===== src/rtl/decim_pkg.sv =====
// Shared types and constants for the decimated-sample framer.
// FSM state enum, frame header byte and sample width.
package decim_pkg;

  localparam int SAMPLE_W = 16;

  localparam logic [7:0] FRAME_HDR = 8'hA5;

  typedef enum logic [1:0] {
    ST_IDLE = 2'd0,
    ST_HDR  = 2'd1,
    ST_MSB  = 2'd2,
    ST_LSB  = 2'd3
  } state_e;

endpackage


===== src/rtl/decim_sample_fifo.sv =====
// Synchronous sample FIFO with flush; rdata always shows the head entry.
// Ports: clk, rst_n, flush, push, pop, wdata, rdata, full, empty, level.
module decim_sample_fifo #(
  parameter int W     = 16,
  parameter int DEPTH = 4
) (
  input  logic                     clk,
  input  logic                     rst_n,
  input  logic                     flush,
  input  logic                     push,
  input  logic                     pop,
  input  logic [W-1:0]             wdata,
  output logic [W-1:0]             rdata,
  output logic                     full,
  output logic                     empty,
  output logic [$clog2(DEPTH):0]   level
);

  localparam int AW = $clog2(DEPTH);
  localparam logic [AW:0] FULL_LVL = (AW+1)'(DEPTH);

  logic [W-1:0]  mem_q [DEPTH];
  logic [AW-1:0] wr_ptr_q, wr_ptr_d;
  logic [AW-1:0] rd_ptr_q, rd_ptr_d;
  logic [AW:0]   level_q, level_d;
  logic          do_push, do_pop;

  // A push while full is legal only when the head leaves in the same cycle.
  assign do_push = push && !flush && (level_q != FULL_LVL || do_pop);
  assign do_pop  = pop && !flush && (level_q != '0);

  always_comb begin
    wr_ptr_d = wr_ptr_q;
    rd_ptr_d = rd_ptr_q;
    level_d  = level_q;
    if (flush) begin
      wr_ptr_d = '0;
      rd_ptr_d = '0;
      level_d  = '0;
    end else begin
      if (do_push) wr_ptr_d = wr_ptr_q + 1'b1;
      if (do_pop)  rd_ptr_d = rd_ptr_q + 1'b1;
      unique case (1'b1)
        (do_push && !do_pop): level_d = level_q + 1'b1;
        (do_pop && !do_push): level_d = level_q - 1'b1;
        default:              level_d = level_q;
      endcase
    end
  end

  always_ff @(posedge clk or negedge rst_n) begin
    if (!rst_n) begin
      wr_ptr_q <= '0;
      rd_ptr_q <= '0;
      level_q  <= '0;
    end else begin
      wr_ptr_q <= wr_ptr_d;
      rd_ptr_q <= rd_ptr_d;
      level_q  <= level_d;
    end
  end

  // Storage needs no reset: level gates every read.
  always_ff @(posedge clk) begin
    if (do_push) mem_q[wr_ptr_q] <= wdata;
  end

  assign rdata = mem_q[rd_ptr_q];
  assign full  = (level_q == FULL_LVL);
  assign empty = (level_q == '0);
  assign level = level_q;

endmodule


===== src/rtl/decim_sample_framer.sv =====
// Buffers decimated samples and streams each as MSB/LSB bytes (valid/ready).
// Ports: clk, rst_n, flush, in_valid, in_data, out_byte/valid/ready/last,
// overflow, drop_count, fifo_level. Option: DECIM_FRAMER_HEADER_EN adds A5 header.
module decim_sample_framer
  import decim_pkg::*;
#(
  parameter int DATA_W = SAMPLE_W,
  parameter int DEPTH  = 4,
  parameter int CNT_W  = 8
) (
  input  logic                   clk,
  input  logic                   rst_n,
  input  logic                   flush,
  input  logic                   in_valid,
  input  logic [DATA_W-1:0]      in_data,
  output logic [7:0]             out_byte,
  output logic                   out_valid,
  input  logic                   out_ready,
  output logic                   out_last,
  output logic                   overflow,
  output logic [CNT_W-1:0]       drop_count,
  output logic [$clog2(DEPTH):0] fifo_level
);

`ifdef DECIM_FRAMER_HEADER_EN
  localparam state_e FIRST_ST = ST_HDR;
`else
  localparam state_e FIRST_ST = ST_MSB;
`endif

  state_e            state_q, state_d;
  logic [DATA_W-1:0] hold_q, hold_d;
  logic [7:0]        out_byte_q, out_byte_d;
  logic              out_valid_q, out_valid_d;
  logic              out_last_q, out_last_d;
  logic              overflow_q, overflow_d;
  logic [CNT_W-1:0]  drop_count_q, drop_count_d;

  logic              push, pop, drop;
  logic              full, empty;
  logic [DATA_W-1:0] head;

  decim_sample_fifo #(
    .W     (DATA_W),
    .DEPTH (DEPTH)
  ) u_fifo (
    .clk   (clk),
    .rst_n (rst_n),
    .flush (flush),
    .push  (push),
    .pop   (pop),
    .wdata (in_data),
    .rdata (head),
    .full  (full),
    .empty (empty),
    .level (fifo_level)
  );

  always_comb begin
    pop = 1'b0;
    if (!flush && !empty) begin
      case (state_q)
        ST_IDLE: pop = 1'b1;
        ST_LSB:  pop = out_ready;
        default: pop = 1'b0;
      endcase
    end
  end

  assign push = in_valid && !flush && (!full || pop);
  assign drop = in_valid && !flush && full && !pop;

  always_comb begin
    state_d      = state_q;
    hold_d       = hold_q;
    overflow_d   = overflow_q | drop;
    drop_count_d = drop_count_q;
    if (drop && drop_count_q != '1) drop_count_d = drop_count_q + 1'b1;
    if (flush) begin
      state_d      = ST_IDLE;
      hold_d       = '0;
      overflow_d   = 1'b0;
      drop_count_d = '0;
    end else begin
      case (state_q)
        ST_IDLE: begin
          if (pop) begin
            hold_d  = head;
            state_d = FIRST_ST;
          end
        end
        ST_HDR: if (out_ready) state_d = ST_MSB;
        ST_MSB: if (out_ready) state_d = ST_LSB;
        ST_LSB: begin
          if (out_ready) begin
            if (pop) begin
              hold_d  = head;
              state_d = FIRST_ST;
            end else begin
              state_d = ST_IDLE;
            end
          end
        end
        default: state_d = ST_IDLE;
      endcase
    end
  end

  // Outputs are registered from the next state so a fresh frame is
  // visible the cycle after the pop, with no bubble between frames.
  always_comb begin
    out_byte_d  = 8'h00;
    out_valid_d = 1'b0;
    out_last_d  = 1'b0;
    case (state_d)
      ST_HDR: begin
        out_byte_d  = FRAME_HDR;
        out_valid_d = 1'b1;
      end
      ST_MSB: begin
        out_byte_d  = hold_d[15:8];
        out_valid_d = 1'b1;
      end
      ST_LSB: begin
        out_byte_d  = hold_d[7:0];
        out_valid_d = 1'b1;
        out_last_d  = 1'b1;
      end
      default: ;
    endcase
  end

  always_ff @(posedge clk or negedge rst_n) begin
    if (!rst_n) begin
      state_q      <= ST_IDLE;
      hold_q       <= '0;
      out_byte_q   <= '0;
      out_valid_q  <= 1'b0;
      out_last_q   <= 1'b0;
      overflow_q   <= 1'b0;
      drop_count_q <= '0;
    end else begin
      state_q      <= state_d;
      hold_q       <= hold_d;
      out_byte_q   <= out_byte_d;
      out_valid_q  <= out_valid_d;
      out_last_q   <= out_last_d;
      overflow_q   <= overflow_d;
      drop_count_q <= drop_count_d;
    end
  end

  assign out_byte   = out_byte_q;
  assign out_valid  = out_valid_q;
  assign out_last   = out_last_q;
  assign overflow   = overflow_q;
  assign drop_count = drop_count_q;

endmodule


===== config.mk =====
export PLATFORM = sky130hd
export DESIGN_NAME = decim_sample_framer
export DESIGN_NICKNAME = d
export VERILOG_FILES = /design/src/rtl/decim_pkg.sv /design/src/rtl/decim_sample_fifo.sv /design/src/rtl/decim_sample_framer.sv
export SDC_FILE = /design/constraint.sdc
export NUM_CORES = 1
export LEC_CHECK = 0
export ABC_CLOCK_PERIOD_IN_PS = 3650
export BUFFER_PORTS_ARGS = -buffer_cell sky130_fd_sc_hd__buf_2
export CELL_PAD_IN_SITES_DETAIL_PLACEMENT = 1
export CELL_PAD_IN_SITES_GLOBAL_PLACEMENT = 2
export CORE_MARGIN = 1.5
export CORE_UTILIZATION = 42
export CTS_CLUSTER_SIZE = 40
export DETAILED_ROUTE_END_ITERATION = 10
export PLACE_DENSITY = 0.8
export SLEW_MARGIN = 20
export SYNTH_ARGS = -nofsm -noshare
export SYNTH_HDL_FRONTEND = slang
export SYNTH_HIERARCHICAL = 1
export SYNTH_SLANG_ARGS = --single-unit
export TNS_END_PERCENT = 20

===== constraint.sdc =====
create_clock -name clk -period 3.65 [get_ports clk]
set_input_delay 0.1825 -clock clk [delete_from_list [all_inputs] [get_ports clk]]
set_output_delay 0.1825 -clock clk [all_outputs]
set_load 0.02 [all_outputs]

======== Word-level counts from Yosys, hierarchy flattened ========
Memory sizes are Yosys's and may differ from the RTL's.
Cells that the tools add are included.
storage, ports and cells
  RAM bits ................................ 64
  flip-flop bits (word level) ............. 44
  word-level logic and storage cells ...... 81
  memories ................................ 1
  bits of input ports ..................... 21
memories
  name          depth  bits a word  read ports  clocked after Yosys merged registers in  write ports  line                     source
  u_fifo.mem_q  4      16           1           0                                        1            decim_sample_fifo.sv:22  logic [W-1:0] mem_q [DEPTH];
cells by class
  muxes and demuxes ....................... 27
  equality and inequality tests ........... 9
  reductions and logical operators ........ 28
  $add $sub $neg .......................... 5
  bitwise operators ....................... 1
operators by type and width
  cell                 count
  $mux 16              3
  $pmux 16 s2          1
  $pmux 8 s3           1
  $mux 2               10
  $mux 8               2
  $logic_and 1x1->1    12
  $add 8x1->8 const B  1
  $eq 2x2->1 const B   4
  $ne 8x8->1 const B   1
  $pmux 2 s4           1
  $logic_not 1->1      6
  $mux 1               6
  $pmux 3 s2           1
  $reduce_bool 2->1    3
  $reduce_bool 3->1    2
  $add 2x1->2 const B  2
  $eq 2x1->1 const B   2
  $add 3x1->3 const B  1
  $eq 3x3->1 const B   1
  $logic_not 3->1      1
  $mux 3               1
  $ne 3x3->1 const B   1
  $reduce_or 3->1      1
  $sub 3x1->3 const B  1
  other kinds (4)      5

======== Depth between registers and ports, before layout ========
  word-level depth ........................ 12
  gate-level depth with buffers ........... 14
  gate-level depth less buffers ........... 12

======== Cells and area by module ========
Netlist, hierarchy kept.
by module, submodules not included
  module               area each (um^2)  times used  seq. area each (um^2)  cells each
  decim_sample_fifo    2874.0            1           2097.0                 145
  decim_sample_framer  1671.6            1           925.9                  153

======== Least setup slack after synthesis ========
Ideal clock, no wire load.
  path type ............................... reg-to-reg
  start ................................... register u_fifo.level_q[1], in the netlist u_fifo/level[1]
  end ..................................... register u_fifo.level_q[1], in the netlist u_fifo/level[1]
  buffers on the path ..................... 3
  slack ................................... 0.596 ns
  stages on the path, launching flop included .. 14
  arrival time ............................ 2.931 ns
  library setup time ...................... 0.123 ns
  period minus slack after synthesis ...... 3.054 ns
  cells stage by stage .................... dfrtp_1 buf_2 nor3_1 nor4_2 buf_2 inv_1 a21oi_1 buf_2 nand2b_1 nor3_1 fa_1 o21ai_0 a211oi_1 o221a_1
on the way
  longest elaborated chain between the ends .. 12
ends and longest elaborated chain
  what                                 line                       source
  start: declaration                   decim_sample_fifo.sv:25    logic [AW:0] level_q, level_d;
  start signal: assignment             decim_sample_fifo.sv:59    level_q <= level_d;
  $logic_not 3->1 (*)                  decim_sample_fifo.sv:70    assign empty = (level_q == '0);
  via empty                            decim_sample_framer.sv:40  logic full, empty;
  $logic_not 1->1 (*)                  decim_sample_framer.sv:61  if (!flush && !empty) begin
  $logic_and 1x1->1 (*)                decim_sample_framer.sv:61
  $mux 1 (*)                           decim_sample_framer.sv:61
  via pop                              decim_sample_framer.sv:39  logic push, pop, drop;
  $logic_or 1x1->1 (*)                 decim_sample_framer.sv:70  assign push = in_valid && !flush && (!full || pop);
  $logic_and 1x1->1 (*)                decim_sample_framer.sv:70
  via push                             decim_sample_framer.sv:39
  $logic_and 1x1->1 (*) (2 in series)  decim_sample_fifo.sv:29    assign do_push = push && !flush && (level_q != FULL_LVL || do_pop);
  $logic_not 1->1                      decim_sample_fifo.sv:45    (do_pop && !do_push): level_d = level_q - 1'b1;
  $logic_and 1x1->1                    decim_sample_fifo.sv:45
  $pmux 3 s2                           decim_sample_fifo.sv:43    unique case (1'b1)
  $mux 3                               decim_sample_fifo.sv:36    if (flush) begin
The timed path passes the listed nets; every way through them passes the cells marked *.
A chain may end at the register's enable or synchronous reset.

======== Worst setup path in the final report ========
  start ................................... register state_q[0]
  end ..................................... register u_fifo.level_q[2], in the netlist u_fifo/level[2]
on the way
  longest elaborated chain between the ends .. 11
ends and longest elaborated chain
  what                                                  line                        source
  start: declaration                                    decim_sample_framer.sv:31   state_e state_q, state_d;
  start signal: assignment                              decim_sample_framer.sv:143  state_q <= state_d;
  $eq 2x2->1 / $logic_not 2->1 (equally long branches)  decim_sample_framer.sv:62   case (state_q)
  $pmux 1 s2 (*)                                        decim_sample_framer.sv:62
  $mux 1 (*)                                            decim_sample_framer.sv:61
  $logic_or 1x1->1 (*)                                  decim_sample_framer.sv:70
  $logic_and 1x1->1 (*)                                 decim_sample_framer.sv:70
  via push                                              decim_sample_framer.sv:39
  $logic_and 1x1->1 (*) (2 in series)                   decim_sample_fifo.sv:29
  $logic_not 1->1                                       decim_sample_fifo.sv:45
  $logic_and 1x1->1                                     decim_sample_fifo.sv:45
  $pmux 3 s2                                            decim_sample_fifo.sv:43
  $mux 3                                                decim_sample_fifo.sv:36
Marks and branches as above.

==> metrics.md <==
| Metric | Value |
|---|---|
| Outcome | `finished, final reports clean` |
| Internal power | `between 1.5 and 2 mW` |
| Max-Cap Viols | `0` |
| DP Area | `between 4000 and 5000 sq um` |
| Part of the power in the clock network | `between 20 and 25%` |
| Crit start category | `flip-flop` |
| Critical path cell sequence | `inv_1, ha_1, nor4_4, inv_1, a21oi_1, buf_4, nand2b_1, nor3_1, fa_1, or4_1, a31oi_1` |
| Min-Delay Path Class | `in2reg` |
| Non-Filler Instances | `between 400 and 500` |
| RSZ-0062 raised after global routing | `no` |
| Layout area overhead | `12.4%` |
| Max IR drop VDD | `0.000271 V` |
| H-tree depth | `3` |
| Slew HR | `between 40% and 50%` |
| Ys flop type | `edfxtp_1` |
| Cell total after placement | `469` |
| Antenna viol nets, final | `0` |
| Top-area cell type share of the netlist area | `between 40 and 50%` |
| CTS Root Cell | `clkbuf_8` |
| Layer with the highest usage | `met2` |
| Power, Total | `approximately 2.7 mW` |
| Detail Placement HPWL | `5.83 mm` |
| Max Fclk | `0.317 GHz` |
| Top-level I/O count | `43` |
| Congestion Overflow GR | `0` |
| Sw Pwr | `approximately 850 uW` |
| Max incr delay on CP | `approximately 0.52 ns` |
| Sequential fraction of the synthesis area | `between 60% and 70%` |
| Setup TNS | `0 ns` |
| Final Wtd Congestion | `roughly 0.78` |
| Die extent in y | `around 110 um` |
| Vias in the first global route | `roughly 2700` |
| TritonCTS clock tree | `yes` |
| Logic pwr share | `22.7%` |
| Synth area leader | `edfxtp_1` |
| Reg power frac | `52.7%` |
| Total setup buffers inserted after CTS | `0` |
| Period Utilization, post-route | `between 80% and 90%` |
| Lkg Pwr | `a little over 2 nW` |
| Drt wl/cell | `between 15 and 20 um` |
| Total CTS buffers | `9` |
| Max-slew violation count | `0` |
| Worst Tran Pin Value | `0.806 ns` |
| Port buffer count | `42` |
| Crit-path slowest cell | `or4_1` |
| FP Rows | `37` |
| Yosys warns | `6` |
| Crit path capture type | `flip-flop` |
| Die footprint | `11500 sq um` |
| Core Box Area | `10400 sq um` |
| CTS Sinks | `about 110` |
| Initial antenna violation count | `0` |
| Syn Area/Cell | `15.3 sq um` |
| Die Wd | `around 110 um` |
| M2 GR Usage | `between 20 and 30%` |
| Syn nets | `329` |
| Hold Fails Final Rpt | `0` |
| Largest net degree at the start of global routing | `45` |
| Switching Fraction | `roughly a third` |
| Number of synthesized flops with an enable pin | `64` |
| Most used cell, CP | `inv_1` |
| Area contributors post-synth | `edfxtp_1 (42%), dfrtp_1 (24%), mux4_2 (7.9%)` |
| Hold_ws | `approximately 0.022 ns` |
| Cells on worst reg2reg path | `11` |
| First-pass DRT Iterations | `4` |
| Mapped Cells | `just under 300` |
| Initial Util | `43.6%` |
| Minimum clock period | `around 3.2 ns` |
| Post-cts repair resize count | `0` |
| Ratio of cells with drive above 1 in the final layout | `roughly a quarter` |
| Worst EP required | `a little under 4 ns` |
| Critical Path Fanout Max | `9` |
| Final #Nets | `approximately 380` |
| Layout Skew | `about 0.0063 ns` |
| Vias | `roughly 2700` |
| Global-route usage over all layers | `between 10% and 20%` |
| Initial DRC Count | `106` |
| Synthesized flop and latch total | `108` |
| Asr flop ratio synth | `around 41%` |
| Hold Path Depth | `1` |
| # setup viols final | `0` |
| Diode count | `0` |
| DRT Wirelength | `between 8 and 9 mm` |
| Hold buffers post-CTS | `1` |
| Setup Crit Path Kind | `reg2reg` |
| First-pass GRT wire length | `between 10 and 15 mm` |
| Met3 Usage GRT | `3.71%` |
| Worst skew pair latency | `0.37 ns` |
| CTS Buffer Depth | `2` |
| PwrDens | `about 530 nW/um^2` |
| Distinct cells, synth | `55` |
| Arrival @ worst endpoint | `~3.4 ns` |
| Global-route met1 utilization | `a little under a quarter` |
| Syn Std Cell Area | `around 4500 sq um` |
| # DRC | `0` |
| Design area | `roughly 5000 sq um` |
| Post-DR vias/cell | `roughly 5.4` |
| Clock-pin slew on the worst setup and hold paths | `0.10 ns` |
[logic make-up after synthesis]
group / count (synthesis) / synth area share (%)
muxes: 22 / 9.36
AOI/OAI and AO/OA: 55 / 9.52
DFF: 108 / 66.5
and+or+nand+nor: 62 / 6.69
xor gates and xnor gates: 9 / 1.73
adders and majority gates: 10 / 2.92
buffers and inverters: 32 / 3.28
[cell type report]
| cell class | count | area (sq um) |
|---|---|---|
| fillers | 1041 | 5310 |
| flip-flops and latches | 108 | 3020 |
| multi-input cells | 158 | 1380 |
| repair buffers | 53 | 300 |
| well taps | 136 | 170 |
| clock buffers | 9 | 124 |
| inverters | 16 | 60.1 |
| clock inverters | 7 | 47.5 |
[sequential cells by signal, indices dropped and copies added, names as in the netlist]
name / count
u_fifo/mem_q: 64
hold_q: 16
state_q: 2
out_valid: 1
drop_count: 8
u_fifo/level: 3
u_fifo/wr_ptr_q: 2
out_byte: 8
out_last: 1
overflow: 1
u_fifo/rd_ptr_q: 2
[layout by cell type (no fill, tap or decap), types with 5 or more instances in the layout]
cell type  Yosys  routed
nand3_1        6       6
clkbuf_8       0       9
buf_4          2      10
mux2i_1        5       5
mux4_2        16      16
nand2_1       10      10
edfxtp_1      64      64
xor2_1         6       6
buf_2         11      41
ha_1           9       9
dfrtp_1       44      44
a21oi_1        6       6
a22o_1        10      10
inv_1         15      15
o22ai_1        7       7
nor2_1        25      25
[synthesized netlist by cell type, drive strengths merged (2+ instances only)]
cell and n:
a21oi 6, xor2 6, and2 4, ha 9, a311oi 2, a22o 10
nand2 10, xnor2 3, a31oi 2, mux2i 5, buf 15, inv 16
o31ai 2, a211oi 2, o22ai 7, nand4 2, dfrtp 44, mux4 16
a22oi 4, o21ai 4, nor3 4, edfxtp 64, nand3 6, a221oi 2
o211ai 2, a32oi 2, and3 2, nand2b 2, nor2 26
[metrics by stage]
step	setup WS (ns)	utilization [%]
after detailed placement	0.602	47.2
after global routing	0.236	49.0
final	0.495	49.0
after global placement	0.672	47.2
after CTS	0.506	48.9
after floorplan	0.596	-
[power groups by stage]
stage	clock, mW	sequential [mW]	combinational [mW]
6_report	0.662	1.42	0.610
5_1_grt	0.737	1.43	0.679
4_1_cts	0.688	1.42	0.615
3_5_place_dp	0	1.44	0.612
3_3_place_gp	0	1.44	0.594
2_1_floorplan	0	1.47	0.405
[layer usage]
layer / share of wire, % / routed length, um
met5: 0 / 0
met3: 2.7 / 242
met2: 49 / 4430
met4: 2.1 / 190
met1: 46 / 4100
[critical path, delay by kind of cell, from the launching register on]
| family | cells | cell delay (ns) |
|---|---|---|
| flip-flops | 1 | 0.41 |
| AND/OR/NAND/NOR | 4 | 1.10 |
| buffers and inverters | 3 | 0.36 |
| adder cells (fa/ha/maj) | 2 | 0.84 |
| AO/OA/AOI/OAI | 2 | 0.37 |
[path summary, 6_finish.rpt]
kind,endpoint,slack (ns),from
setup / recovery,u_fifo/level[2],0.49,state_q[0]
hold / removal,u_fifo/mem_q[1][4],0.02,in_data[4]
max in group asynchronous,u_fifo/level[0],2.94,rst_n
min in group asynchronous,out_valid,0.34,rst_n
setup reg to reg,u_fifo/level[2],0.49,state_q[0]
hold reg to reg,hold_q[9],0.52,hold_q[9]
No activity file was read; power rests on OpenSTA's default activity.
